File: src/rtl/pipe_ctrl_unit.sv
// Pipelined MIPS control unit: decode in D, registered control bundles for X/M/W with
// load-use interlock, branch resolution in X and flush. Optional counters: PIPE_CTRL_PERF_CNT_EN.
package mips_pkg;

  typedef enum logic [3:0] {
    ALU_ADD, ALU_SUB, ALU_AND, ALU_OR, ALU_XOR, ALU_SLT, ALU_SLL, ALU_SRL, ALU_SRA, ALU_ABS
  } t_alu_opcode;

  typedef enum logic [4:0] {
    NEM_ZERO, NEM_ADD, NEM_AND, NEM_OR, NEM_SLT, NEM_SUB, NEM_XOR, NEM_SRA, NEM_SRL, NEM_SLL,
    NEM_ADDI, NEM_ADDIU, NEM_BEQ, NEM_BNE, NEM_LW, NEM_SW, NEM_JUMP, NEM_ABS
  } t_instr_pnmen;

  localparam logic [5:0] OP_RTYPE = 6'h00;
  localparam logic [5:0] OP_ABS   = 6'h01;
  localparam logic [5:0] OP_JUMP  = 6'h02;
  localparam logic [5:0] OP_BEQ   = 6'h04;
  localparam logic [5:0] OP_BNE   = 6'h05;
  localparam logic [5:0] OP_ADDI  = 6'h08;
  localparam logic [5:0] OP_ADDIU = 6'h09;
  localparam logic [5:0] OP_LW    = 6'h23;
  localparam logic [5:0] OP_SW    = 6'h2B;

  localparam logic [5:0] FN_SLL = 6'h00;
  localparam logic [5:0] FN_SRL = 6'h02;
  localparam logic [5:0] FN_SRA = 6'h03;
  localparam logic [5:0] FN_ADD = 6'h20;
  localparam logic [5:0] FN_SUB = 6'h22;
  localparam logic [5:0] FN_AND = 6'h24;
  localparam logic [5:0] FN_OR  = 6'h25;
  localparam logic [5:0] FN_XOR = 6'h26;
  localparam logic [5:0] FN_SLT = 6'h2A;

endpackage

module pipe_ctrl_unit
  import mips_pkg::*;
#(
  parameter int unsigned DATA_W     = 32,
  parameter int unsigned REG_ADDR_W = 5
`ifdef PIPE_CTRL_PERF_CNT_EN
  ,
  parameter int unsigned CNT_W      = 16
`endif
) (
  input  logic                  clk,
  input  logic                  rst,
  input  logic [DATA_W-1:0]     instr_D,
  input  logic                  instr_valid_D,
  input  logic                  zero_X,
  output t_alu_opcode           alu_control_X,
  output logic                  reg_dst_X,
  output logic                  alu_src_X,
  output logic                  mem_read_M,
  output logic                  mem_write_M,
  output logic                  mem_to_reg_W,
  output logic                  reg_write_W,
  output logic [REG_ADDR_W-1:0] dest_reg_W,
  output logic                  valid_X,
  output logic                  valid_M,
  output logic                  valid_W,
  output t_instr_pnmen          instr_pnem_X,
  output t_instr_pnmen          instr_pnem_M,
  output t_instr_pnmen          instr_pnem_W,
  output logic                  stall_D,
  output logic                  flush_D,
  output logic                  branch_taken_X,
  output logic                  jump_D,
`ifdef PIPE_CTRL_PERF_CNT_EN
  output logic [CNT_W-1:0]      stall_cnt,
  output logic [CNT_W-1:0]      flush_cnt,
`endif
  output logic                  illegal_D
);

  typedef struct packed {
    logic                  valid;
    t_alu_opcode           alu;
    logic                  reg_dst;
    logic                  alu_src;
    logic                  mem_read;
    logic                  mem_write;
    logic                  mem_to_reg;
    logic                  reg_write;
    logic                  branch_eq;
    logic                  branch_ne;
    logic [REG_ADDR_W-1:0] dest;
    t_instr_pnmen          pnem;
  } ctrl_x_t;

  typedef struct packed {
    logic                  valid;
    logic                  mem_read;
    logic                  mem_write;
    logic                  mem_to_reg;
    logic                  reg_write;
    logic [REG_ADDR_W-1:0] dest;
    t_instr_pnmen          pnem;
  } ctrl_m_t;

  typedef struct packed {
    logic                  valid;
    logic                  mem_to_reg;
    logic                  reg_write;
    logic [REG_ADDR_W-1:0] dest;
    t_instr_pnmen          pnem;
  } ctrl_w_t;

  ctrl_x_t x_q, x_d, dec;
  ctrl_m_t m_q, m_d;
  ctrl_w_t w_q, w_d;

  logic [5:0]            opcode, funct;
  logic [REG_ADDR_W-1:0] rs_d, rt_d, rd_d;
  logic                  legal, is_jump, reads_rt, load_use;

  assign opcode = instr_D[DATA_W-1 -: 6];
  assign funct  = instr_D[5:0];
  assign rs_d   = instr_D[21 +: REG_ADDR_W];
  assign rt_d   = instr_D[16 +: REG_ADDR_W];
  assign rd_d   = instr_D[11 +: REG_ADDR_W];

  always_comb begin
    dec         = '0;
    dec.valid   = 1'b1;
    dec.alu     = ALU_ADD;
    dec.pnem    = NEM_ZERO;
    legal       = 1'b1;
    is_jump     = 1'b0;
    reads_rt    = (opcode == OP_RTYPE) || (opcode == OP_BEQ) || (opcode == OP_BNE) ||
                  (opcode == OP_SW);
    // The all-zero word is a live NOP, not SLL $0,$0,0.
    if (instr_D != '0) begin
      unique case (opcode)
        OP_RTYPE: begin
          dec.reg_dst   = 1'b1;
          dec.reg_write = 1'b1;
          dec.dest      = rd_d;
          unique case (funct)
            FN_ADD:  begin dec.alu = ALU_ADD; dec.pnem = NEM_ADD; end
            FN_SUB:  begin dec.alu = ALU_SUB; dec.pnem = NEM_SUB; end
            FN_AND:  begin dec.alu = ALU_AND; dec.pnem = NEM_AND; end
            FN_OR:   begin dec.alu = ALU_OR;  dec.pnem = NEM_OR;  end
            FN_XOR:  begin dec.alu = ALU_XOR; dec.pnem = NEM_XOR; end
            FN_SLT:  begin dec.alu = ALU_SLT; dec.pnem = NEM_SLT; end
            FN_SLL:  begin dec.alu = ALU_SLL; dec.pnem = NEM_SLL; end
            FN_SRL:  begin dec.alu = ALU_SRL; dec.pnem = NEM_SRL; end
            FN_SRA:  begin dec.alu = ALU_SRA; dec.pnem = NEM_SRA; end
            default: legal = 1'b0;
          endcase
        end
        OP_ADDI, OP_ADDIU: begin
          dec.alu_src   = 1'b1;
          dec.reg_write = 1'b1;
          dec.dest      = rt_d;
          dec.pnem      = (opcode == OP_ADDI) ? NEM_ADDI : NEM_ADDIU;
        end
        OP_LW: begin
          dec.alu_src    = 1'b1;
          dec.mem_read   = 1'b1;
          dec.mem_to_reg = 1'b1;
          dec.reg_write  = 1'b1;
          dec.dest       = rt_d;
          dec.pnem       = NEM_LW;
        end
        OP_SW: begin
          dec.alu_src   = 1'b1;
          dec.mem_write = 1'b1;
          dec.pnem      = NEM_SW;
        end
        OP_BEQ: begin
          dec.alu       = ALU_SUB;
          dec.branch_eq = 1'b1;
          dec.pnem      = NEM_BEQ;
        end
        OP_BNE: begin
          dec.alu       = ALU_SUB;
          dec.branch_ne = 1'b1;
          dec.pnem      = NEM_BNE;
        end
        OP_JUMP: begin
          is_jump  = 1'b1;
          dec.pnem = NEM_JUMP;
        end
        OP_ABS: begin
          dec.alu       = ALU_ABS;
          dec.reg_write = 1'b1;
          dec.dest      = rt_d;
          dec.pnem      = NEM_ABS;
        end
        default: legal = 1'b0;
      endcase
    end
    if (dec.dest == '0) dec.reg_write = 1'b0;
  end

  // Hazard, redirect and illegal outputs are held low while reset is asserted.
  always_comb begin
    load_use = x_q.valid && x_q.mem_read && (x_q.dest != '0) && instr_valid_D &&
               ((x_q.dest == rs_d) || ((x_q.dest == rt_d) && reads_rt));
    branch_taken_X = rst && x_q.valid &&
                     ((x_q.branch_eq && zero_X) || (x_q.branch_ne && !zero_X));
    flush_D   = branch_taken_X;
    stall_D   = rst && !flush_D && load_use;
    jump_D    = rst && is_jump && legal && instr_valid_D && !flush_D && !stall_D;
    illegal_D = rst && instr_valid_D && !legal;
  end

  always_comb begin
    x_d = '0;
    if (instr_valid_D && legal && !flush_D && !stall_D) x_d = dec;

    m_d            = '0;
    m_d.valid      = x_q.valid;
    m_d.mem_read   = x_q.mem_read;
    m_d.mem_write  = x_q.mem_write;
    m_d.mem_to_reg = x_q.mem_to_reg;
    m_d.reg_write  = x_q.reg_write;
    m_d.dest       = x_q.dest;
    m_d.pnem       = x_q.pnem;

    w_d            = '0;
    w_d.valid      = m_q.valid;
    w_d.mem_to_reg = m_q.mem_to_reg;
    w_d.reg_write  = m_q.reg_write;
    w_d.dest       = m_q.dest;
    w_d.pnem       = m_q.pnem;
  end

  always_ff @(posedge clk) begin
    if (!rst) begin
      x_q <= '0;
      m_q <= '0;
      w_q <= '0;
    end else begin
      x_q <= x_d;
      m_q <= m_d;
      w_q <= w_d;
    end
  end

  assign alu_control_X = x_q.alu;
  assign reg_dst_X     = x_q.reg_dst;
  assign alu_src_X     = x_q.alu_src;
  assign valid_X       = x_q.valid;
  assign instr_pnem_X  = x_q.pnem;
  assign mem_read_M    = m_q.mem_read;
  assign mem_write_M   = m_q.mem_write;
  assign valid_M       = m_q.valid;
  assign instr_pnem_M  = m_q.pnem;
  assign mem_to_reg_W  = w_q.mem_to_reg;
  assign reg_write_W   = w_q.reg_write;
  assign dest_reg_W    = w_q.dest;
  assign valid_W       = w_q.valid;
  assign instr_pnem_W  = w_q.pnem;

`ifdef PIPE_CTRL_PERF_CNT_EN
  logic [CNT_W-1:0] stall_cnt_q, stall_cnt_d, flush_cnt_q, flush_cnt_d;

  always_comb begin
    stall_cnt_d = stall_cnt_q;
    flush_cnt_d = flush_cnt_q;
    if (stall_D && !(&stall_cnt_q)) stall_cnt_d = stall_cnt_q + CNT_W'(1);
    if (flush_D && !(&flush_cnt_q)) flush_cnt_d = flush_cnt_q + CNT_W'(1);
  end

  always_ff @(posedge clk) begin
    if (!rst) begin
      stall_cnt_q <= '0;
      flush_cnt_q <= '0;
    end else begin
      stall_cnt_q <= stall_cnt_d;
      flush_cnt_q <= flush_cnt_d;
    end
  end

  assign stall_cnt = stall_cnt_q;
  assign flush_cnt = flush_cnt_q;
`endif

endmodule

File: config.mk
export PLATFORM = sky130hd
export DESIGN_NAME = pipe_ctrl_unit
export DESIGN_NICKNAME = d
export VERILOG_FILES = /design/src/rtl/pipe_ctrl_unit.sv
export SDC_FILE = /design/constraint.sdc
export NUM_CORES = 1
export LEC_CHECK = 0
export CAP_MARGIN = 5
export CORE_MARGIN = 10
export CORE_UTILIZATION = 45
export DETAILED_ROUTE_END_ITERATION = 16
export PLACE_DENSITY = 0.79
export SYNTH_ARGS = -nofsm -noshare
export SYNTH_HDL_FRONTEND = slang
export SYNTH_SLANG_ARGS = --single-unit
export TNS_END_PERCENT = 1
File: constraint.sdc
create_clock -name clk -period 1.9 [get_ports clk]
set_input_delay 0.285 -clock clk [delete_from_list [all_inputs] [get_ports clk]]
set_output_delay 0.285 -clock clk [all_outputs]
set_load 0.01 [all_outputs]
# == Word level (Yosys, flattened, before mapping) ==
# Cells that the tools add are included.
# totals
regBits,49
inputBits,36
out_inout_bits,38
# classes
eq_ne,18
n_mux,21
bitwise_logic,3
reduce_logical,45
# ops
cell,n
$eq 6x6->1 const B,8
$pmux 5 s8,1
$pmux 4 s9,1
$pmux 4 s8,1
$reduce_bool 32->1,1
$mux 23,1
$mux 22,1
$logic_and 1x1->1,21
$eq 6x2->1 const B,3
$mux 1,13
$eq 6x3->1 const B,2
$eq 6x4->1 const B,2
$logic_not 6->1,2
$pmux 4 s3,1
$reduce_or 4->1,3
$eq 5x5->1,2
$pmux 5 s2,1
$reduce_or 9->1,1
$reduce_or 8->1,1
$eq 6x1->1 const B,1
$logic_not 5->1,1
$logic_or 1x1->1,5
$reduce_bool 5->1,1
$reduce_or 5->1,1
other kinds (6),12

# == Depth between registers and ports, before layout ==
# Gate-level depths: netlist (run 1).
# depth
ltp_word,12
ltp_mapped,7

# == Least setup slack after synthesis (run 1) ==
# OpenSTA, ideal clock, no wires.
# synth_path
path_type,input-to-output
from,input instr_D[31]
to,output jump_D
arrival_ns,1.621
required_time_ns,1.615
setup_slack_ns,-0.006
path_stages,7
path_cell_list,buf_2 > and4b_1 > a22o_1 > nand4_1 > nand3_1 > buf_2 > nor3_1
# synth_between
elab_chain_len,10
elab_cells_between_ends,28
classes_between,eq/ne: 8; mux: 4; reduce/logical: 16
# synth_lines
item,line_no,text
start: declaration,48,"input logic [DATA_W-1:0] instr_D,"
"parallel branches: the longest is 9 deep, another holds $reduce_or 8->1",-,
$logic_and 1x1->1 (*),205,jump_D = rst && is_jump && legal && instr_valid_D && !flush_D && !stall_D;
end: declaration,68,"output logic jump_D,"
# Mark *: on every way between the ends.

# == Final worst setup path (run 1) ==
# layout_path
from,register x_q (netlist bit m_d[5])
to,output stall_D
# layout_between
elab_chain_len,5
elab_cells_between_ends,9
classes_between,eq/ne: 2; reduce/logical: 7
# layout_lines
item,line_no,text
start: declaration,109,"ctrl_x_t x_q, x_d, dec;"
start signal: assignment,232,x_q <= '0;
start signal: assignment,236,x_q <= x_d;
$eq 5x5->1 or $reduce_bool 5->1 (tied branches),"200, 199",
$logic_and 1x1->1 (on tied branches),"200, 199",
$logic_or 1x1->1 or $logic_and 1x1->1 (tied branches),"200, 199",
$logic_and 1x1->1 (*),199,load_use = x_q.valid && x_q.mem_read && (x_q.dest != '0) && instr_valid_D &&
$logic_and 1x1->1 (*),204,stall_D = rst && !flush_D && load_use;
end: declaration,65,"output logic stall_D,"
# Every way passes the cells marked *; elsewhere a longest branch is shown, timed or not.

==> qor.yml, run 1 <==
maxSlewHeadroom_pct: 78.1
post_synth_inst_count: 249
post_synth.cell_area_avg_sq_um: 8.85
numCtsBuffers: 5
floorplan.initialDensity_pct: 46.6
most_area_consuming_cells_after_synthesis: "sky130_fd_sc_hd__dfxtp_1, sky130_fd_sc_hd__and2_1, sky130_fd_sc_hd__nor3_1"
failed_checks: "setup timing"
wire_per_inst_um: 15.3
share_seq_of_total_power_pct: 53.8
tightestPinTransition_ps: 327
placementRows: 25
synth_enable_flop_cells: 0
diodes: 0
multiInputGateArea_sq_mm: 0.00115
area_share_of_the_largest_cell_type_after_synthesis_pct: 44.5
crit_type: "reg2out"
cts.reportedPaths.clkPinSlew_ps: 80
grt_start_max_net_pins: 28
ys_seq_elements: 49
peakVddDrop_mv: 0.368
worstPathArrival_ps: 1640
wl_met1_um: 2800
met3_layer_wire_length_in_the_routed_design_um: 342
yosysSeqAreaShare_pct: 44.5
h_tree_level_count: 2
ctsRootBufferMaster: "sky130_fd_sc_hd__clkbuf_8"
gr-total-overflow: 0
die-height_um: 90.0
critical_path.startpoint_type: "register"
worst_skew_pair.late_latency_ps: 300
ys_types: 44
critPathRequiredTime_ps: 1620
clock_power_share_pct: 30.1
post-route-worst-setup-slack_ps: -24.4
net-switching-power_w: 0.000470
synth_area_sq_mm: 0.00220
synth_warnings: 0
detailroute.wirelength.met2_um: 3150
cts.sinks: 49
synth_async_sr_flop_share_pct: 0
maxSlewViolCount: 0
maxUsedRoutingLayer: "met4"
die_x_um: 90.0
dr.pass1.iters: 4
power.leakage_nw: 1.43
clockBufferDepth: 2
nets: 389
synth_flop_cell: "sky130_fd_sc_hd__dfxtp_1"
place_congestion: 0.913
p_per_area_mw_per_mm2: 554
timing.final.crit_share_pct: 101
hold_ws_ps: 373
synthesis.nets: 285
wl_um: 6430
pwr-share-comb_pct: 16.1
power.internal_w: 0.00145
swShare_pct: 24.5
routed_antenna_nets: 0
synth_top_cell_by_area: "sky130_fd_sc_hd__dfxtp_1"
post_drt_via_cell_ratio: 5.03
pre_cts_ws_ps: -793
detailed_place_hpwl_um: 5050
timing.critical_path.to_type: "primary output"
design.die.area_sq_mm: 0.00810
first_global_vias: 2124
min_path_type: "in2reg"
finalClockSkew_ps: 3.11
grt_use_total_pct: 15.4
finalInstanceArea_sq_mm: 0.00346
sequential_cell_area_sq_um: 986
detailed_place.area_sq_mm: 0.00320
design.core.area_sq_mm: 0.00472
cap_viol_max_count: 0
grt_first_pass_wirelength_um: 10500
place.port_buffers: 73
fillCellCount: 338
clock_tree_from_tritoncts: "done"
io_pins: 74
totalPowerFinal_w: 0.00192
drc: 0
rsz0062_at_grt: "true"
min_period_ps: 1920
detail_route.iter0.violations: 108
run_status: "complete, but fails checks"
finalSetupViolations: 3
max_freq_mhz: 520
total_number_of_vias: 2119
finalHoldViolCount: 0
grt_antenna_before_repair: 0
cp_max_fo: 3
final_layout_size_suffix_gt1_share_pct: 28.8
area_growth_syn_to_layout_pct: 57.1
-- per-layer routing --
| layer | vias up | GRT usage [%] |
|---|---|---|
| met1 | 957 | 18.3 |
| met3 | 15 | 3.08 |
| met5 | - | 0 |
| met4 | 0 | 5.44 |
| li1 | 1056 | - |
| met2 | 91 | 26.8 |
-- power groups by stage --
stage | clock (W) | combinational [W] | sequential [W]
finish | 0.000577 | 0.000309 | 0.00103
CTS | 0.000584 | 0.000300 | 0.00103
detailed placement | 0 | 0.000288 | 0.00106
global placement | 0 | 0.000282 | 0.00106
floorplan | 0 | 0.000115 | 0.00106
global route | 0.000628 | 0.000333 | 0.00103
-- path summary, 6_finish.rpt --
check	startpoint	endpoint	slack, ps	cells past startpoint
worst min register to register	m_q[7]$_SDFF_PN0_	dest_reg_W[2]$_SDFF_PN0_	440	1
worst min-delay path	instr_D[13]	m_d[7]$_SDFF_PN0_	370	3
worst max-delay path	m_d[5]$_SDFF_PN0_	stall_D	-20	6
worst max register to register	m_d[5]$_SDFF_PN0_	m_d[12]$_SDFF_PN0_	240	6
-- cell usage after synthesis (2+ instances only) --
cell type	n
sky130_fd_sc_hd__a211oi_1	3
sky130_fd_sc_hd__a21oi_1	7
sky130_fd_sc_hd__a22oi_1	5
sky130_fd_sc_hd__a31oi_1	3
sky130_fd_sc_hd__and2_1	29
sky130_fd_sc_hd__and3_1	4
sky130_fd_sc_hd__buf_2	7
sky130_fd_sc_hd__buf_4	16
sky130_fd_sc_hd__clkbuf_1	6
sky130_fd_sc_hd__dfxtp_1	49
sky130_fd_sc_hd__inv_1	4
sky130_fd_sc_hd__nand2_1	17
sky130_fd_sc_hd__nand3_1	7
sky130_fd_sc_hd__nand4_1	4
sky130_fd_sc_hd__nor2_1	17
sky130_fd_sc_hd__nor2b_1	2
sky130_fd_sc_hd__nor3_1	24
sky130_fd_sc_hd__nor4_1	3
sky130_fd_sc_hd__o21ai_0	4
sky130_fd_sc_hd__or2_2	2
sky130_fd_sc_hd__or3_1	2
sky130_fd_sc_hd__or4_4	2
sky130_fd_sc_hd__xnor2_1	3
sky130_fd_sc_hd__xor2_1	9
-- state kept, by name, indices dropped and copies added, names as in the netlist, 2 cells and up --
register       flops
alu_control_X      4
dest_reg_W         5
instr_pnem_M       5
instr_pnem_W       5
instr_pnem_X       5
m_d                8
m_q                7
x_q                2
-- timing repair --
action | 4_1_cts | 5_1_grt
setup endpoints to repair | 27 | 9
cloned | 0 | 0
pin swaps | 14 | 13
hold buffers | 0 | 0
resized for setup | 66 | 19
setup buffers | 4 | 2
endpoints found under the hold margin | 0 | 0
-- cell families after synthesis --
logic type / share of synthesized area, %
and+or+nand+nor: 30.7
buffers and inverters: 8.74
DFF: 44.5
muxes: 0.965
xor gates and xnor gates: 4.77
AOI/OAI and AO/OA: 10.3
-- stage by stage --
step / utilization, % / instances / TNS [ps]
floorplan: - / 249 / 0
global placement: 67.7 / 407 / -10280
detailed placement: 67.7 / 407 / -10890
CTS: 71.9 / 419 / -75.0
global route: 73.3 / 421 / -379
finish: 73.3 / 421 / -50.6
-- cells in the final DEF, fill, tap and decap left out, types with 5 or more instances in the layout --
master	netlist	routed
sky130_fd_sc_hd__buf_4	16	49
sky130_fd_sc_hd__clkdlybuf4s50_1	0	47
sky130_fd_sc_hd__dfxtp_1	49	45
sky130_fd_sc_hd__and2_1	29	29
sky130_fd_sc_hd__nor3_1	24	18
sky130_fd_sc_hd__nand2_1	17	15
sky130_fd_sc_hd__nor2_1	17	14
sky130_fd_sc_hd__xor2_1	9	9
sky130_fd_sc_hd__dlygate4sd2_1	0	8
sky130_fd_sc_hd__a21oi_1	7	7
sky130_fd_sc_hd__nand3_1	7	6
sky130_fd_sc_hd__dlymetal6s2s_1	0	6
sky130_fd_sc_hd__nor3_2	0	5
sky130_fd_sc_hd__a22oi_1	5	5
sky130_fd_sc_hd__clkbuf_8	0	5
-- worst max-delay path, stage by stage (launching register included) --
cell and delay (ps):
sky130_fd_sc_hd__dfxtp_1 440, sky130_fd_sc_hd__nor3_4 80, sky130_fd_sc_hd__a211oi_4 270, sky130_fd_sc_hd__nand4_1 200, sky130_fd_sc_hd__buf_4 190, sky130_fd_sc_hd__nand2_2 60, sky130_fd_sc_hd__buf_6 100
-- layout make-up --
type | count | share of cell area, %
Clock buffer | 5 | 1.99
Inverter | 4 | 0.434
Multi-Input combinational cell | 167 | 33.1
Timing Repair Buffer | 126 | 33.0
Sequential cell | 49 | 28.5
Clock inverter | 3 | 0.506
Tap cell | 67 | 2.42
(Power assumes the default switching activity.)
==> run 2: changes to the inputs <==
--- a/config.mk
+++ b/config.mk
@@ -6,7 +6,6 @@
 export NUM_CORES = 1
 export LEC_CHECK = 0
 export CAP_MARGIN = 5
-export CORE_MARGIN = 10
 export CORE_UTILIZATION = 45
 export DETAILED_ROUTE_END_ITERATION = 16
 export PLACE_DENSITY = 0.79
==> run 2 against run 1 <==
The run still ends with setup timing left. Clock skew is 2.2 ps higher. Combinational power increased by 2%. Flip-flop and latch count stayed put. Maximum frequency fell by 6.6%. Worst hold slack worse by 8.0 ps. Non-clock buffer count up 4. Sequential power about the same. Final cell count rose by 0.95%. Power grew 9.4%.
==> qor.yml, run 2 (synthesis gave the netlist of run 1 again) <==
layout.cells.most_common_list: "sky130_fd_sc_hd__buf_4, sky130_fd_sc_hd__clkdlybuf4s50_1, sky130_fd_sc_hd__dfxtp_1"  # unchanged
post-route-worst-setup-slack_ps: -161  # was -24.4 ps
dr.pass1.iters: 4  # unchanged
detailed_place_hpwl_um: 4350  # was 5050 um
timing.hold.worst.start: "instr_D[13]"  # unchanged
max_freq_mhz: 485  # was 520 MHz
mostFrequentLayoutCell: "sky130_fd_sc_hd__buf_4"  # unchanged
swShare_pct: 22.6  # was 24.5%
total_number_of_vias: 2159  # was 2119
routed_antenna_nets: 0  # unchanged
floorplan.initialDensity_pct: 46.6  # unchanged
crit_type: "in2out"  # was reg2out
maxSlewHeadroom_pct: 72.6  # was 78.1%
cap_viol_max_count: 0  # unchanged
placementRows: 25  # unchanged
timing.final.crit_share_pct: 108  # was 101%
worstPathArrival_ps: 1780  # was 1640 ps
numCtsBuffers: 5  # unchanged
wire_per_inst_um: 14.3  # was 15.3 um
tightestPinTransition_ps: 410  # was 327 ps
pre_cts_ws_ps: -826  # was -793 ps
grt_antenna_before_repair: 0  # unchanged
diodes: 0  # unchanged
first_global_vias: 2027  # was 2124
timing.critical_path.to_type: "primary output"  # unchanged
p_per_area_mw_per_mm2: 595  # was 554 mW/mm^2
detail_route.iter0.violations: 103  # was 108
net-switching-power_w: 0.000475  # was 0.000470 W
worst_skew_pair.late_latency_ps: 290  # was 300 ps
maxSlewViolCount: 0  # unchanged
finalInstanceArea_sq_mm: 0.00353  # was 0.00346 sq mm
min_period_ps: 2060  # was 1920 ps
ctsRootBufferMaster: "sky130_fd_sc_hd__clkbuf_8"  # unchanged
pwr-share-comb_pct: 15.0  # was 16.1%
share_seq_of_total_power_pct: 49.1  # was 53.8%
detailed_place.area_sq_mm: 0.00323  # was 0.00320 sq mm
place_congestion: 0.917  # was 0.913
grt_first_pass_wirelength_um: 8970  # was 10500 um
cp_max_fo: 2  # was 3
failed_checks: "setup timing"  # unchanged
min_path_type: "in2reg"  # unchanged
die_x_um: 72.0  # was 90.0 um
area_growth_syn_to_layout_pct: 60.0  # was 57.1%
place.port_buffers: 73  # unchanged
final_layout_size_suffix_gt1_share_pct: 28.8  # about the same
gr-total-overflow: 0  # unchanged
wl_um: 6080  # was 6430 um
design.core.area_sq_mm: 0.00472  # unchanged
cts.sinks: 49  # unchanged
critPathRequiredTime_ps: 1620  # about the same
largest_register_ffs: 8  # unchanged
run_status: "complete, but fails checks"  # unchanged
io_pins: 74  # unchanged
crit-reg2reg-launch: "m_d[6]$_SDFF_PN0_"  # was m_d[5]$_SDFF_PN0_
finalHoldViolCount: 0  # unchanged
cts.reportedPaths.clkPinSlew_ps: 90  # was 80 ps
power.internal_w: 0.00162  # was 0.00145 W
drc: 0  # unchanged
post_drt_via_cell_ratio: 5.08  # was 5.03
critical_path.startpoint_type: "input port"  # was register
grt_start_max_net_pins: 23  # was 28
die-height_um: 72.0  # was 90.0 um
rsz0062_at_grt: "true"  # unchanged
worst_setup_path_startpoint: "instr_D[24]"  # was m_d[5]$_SDFF_PN0_
design.die.area_sq_mm: 0.00518  # was 0.00810 sq mm
clock_tree_from_tritoncts: "done"  # unchanged
power.leakage_nw: 1.51  # was 1.43 nW
grt_use_total_pct: 22.3  # was 15.4%
finalSetupViolations: 3  # unchanged
finalClockSkew_ps: 5.32  # was 3.11 ps
clockBufferDepth: 2  # unchanged
clock_power_share_pct: 35.9  # was 30.1%
nets: 393  # was 389
peakVddDrop_mv: 0.448  # was 0.368 mV
h_tree_level_count: 2  # unchanged
[run 2: cell types whose count changed in the layout (fill, tap and decap cells not counted), sizes merged]
cell / change
buf: +3
bufinv: +1
clkbuf: +4
clkdlybuf4s15: -6
clkinv: -2
dlygate4sd2: +1
dlymetal6s2s: +3
[run 2: routing by layer]
layer,track usage (%),vias to the layer above,wire length [um]
met2,39.4,95,3080
met3,4.31,8,311
met5,0,-,0
met1,26.9,1001,2620
li1,-,1055,-
met4,8.06,0,70
[run 2: worst paths after layout]
path | depth (start not counted) | slack, ps | endpoint
max | 7 | -160 | stall_D
min | 3 | 370 | m_d[7]$_SDFF_PN0_
max reg2reg | 8 | 70 | alu_control_X[1]$_SDFF_PN0_
min reg2reg | 1 | 440 | dest_reg_W[2]$_SDFF_PN0_
[run 2: timing repair]
action | CTS | global route
hold buffers | 0 | 0
buffers inserted | 2 | 4
resized for setup | 41 | 38
setup endpoints to repair | 13 | 10
pin swaps | 12 | 21
[run 2: through the flow]
step	power [W]	TNS [ps]	utilization, %	std cells	hold WS [ps]
6_report	0.00210	-298	74.6	425	365
5_1_grt	0.00217	-581	74.6	425	372
4_1_cts	0.00209	-378	71.8	421	440
3_5_place_dp	0.00135	-9620	68.3	411	420
3_3_place_gp	0.00134	-9760	68.3	411	416
2_1_floorplan	0.00117	0	-	249	412
[run 2: worst max-delay path: stages]
cell and delay [ps]:
sky130_fd_sc_hd__clkdlybuf4s50_1 450, sky130_fd_sc_hd__xor2_1 180, sky130_fd_sc_hd__nor3_1 270, sky130_fd_sc_hd__nand4_1 220, sky130_fd_sc_hd__buf_4 210, sky130_fd_sc_hd__nand2_4 70
sky130_fd_sc_hd__buf_6 100
[run 2: area by class of cell]
cell class	instances	area, sq um
Clock inverter	2	37.5
Sequential cell	49	990
Fill cell	326	1200
Multi-Input combinational cell	167	1160
Tap cell	67	83.8
Clock buffer	6	82.6
Inverter	4	15.0
Timing Repair Buffer	130	1160
[run 2: power groups by stage]
stage,logic [W],clock network [W],registers [W]
6_report,0.000314,0.000753,0.00103
5_1_grt,0.000335,0.000809,0.00103
4_1_cts,0.000297,0.000763,0.00103
3_5_place_dp,0.000293,0,0.00106
3_3_place_gp,0.000289,0,0.00106
2_1_floorplan,0.000115,0,0.00106
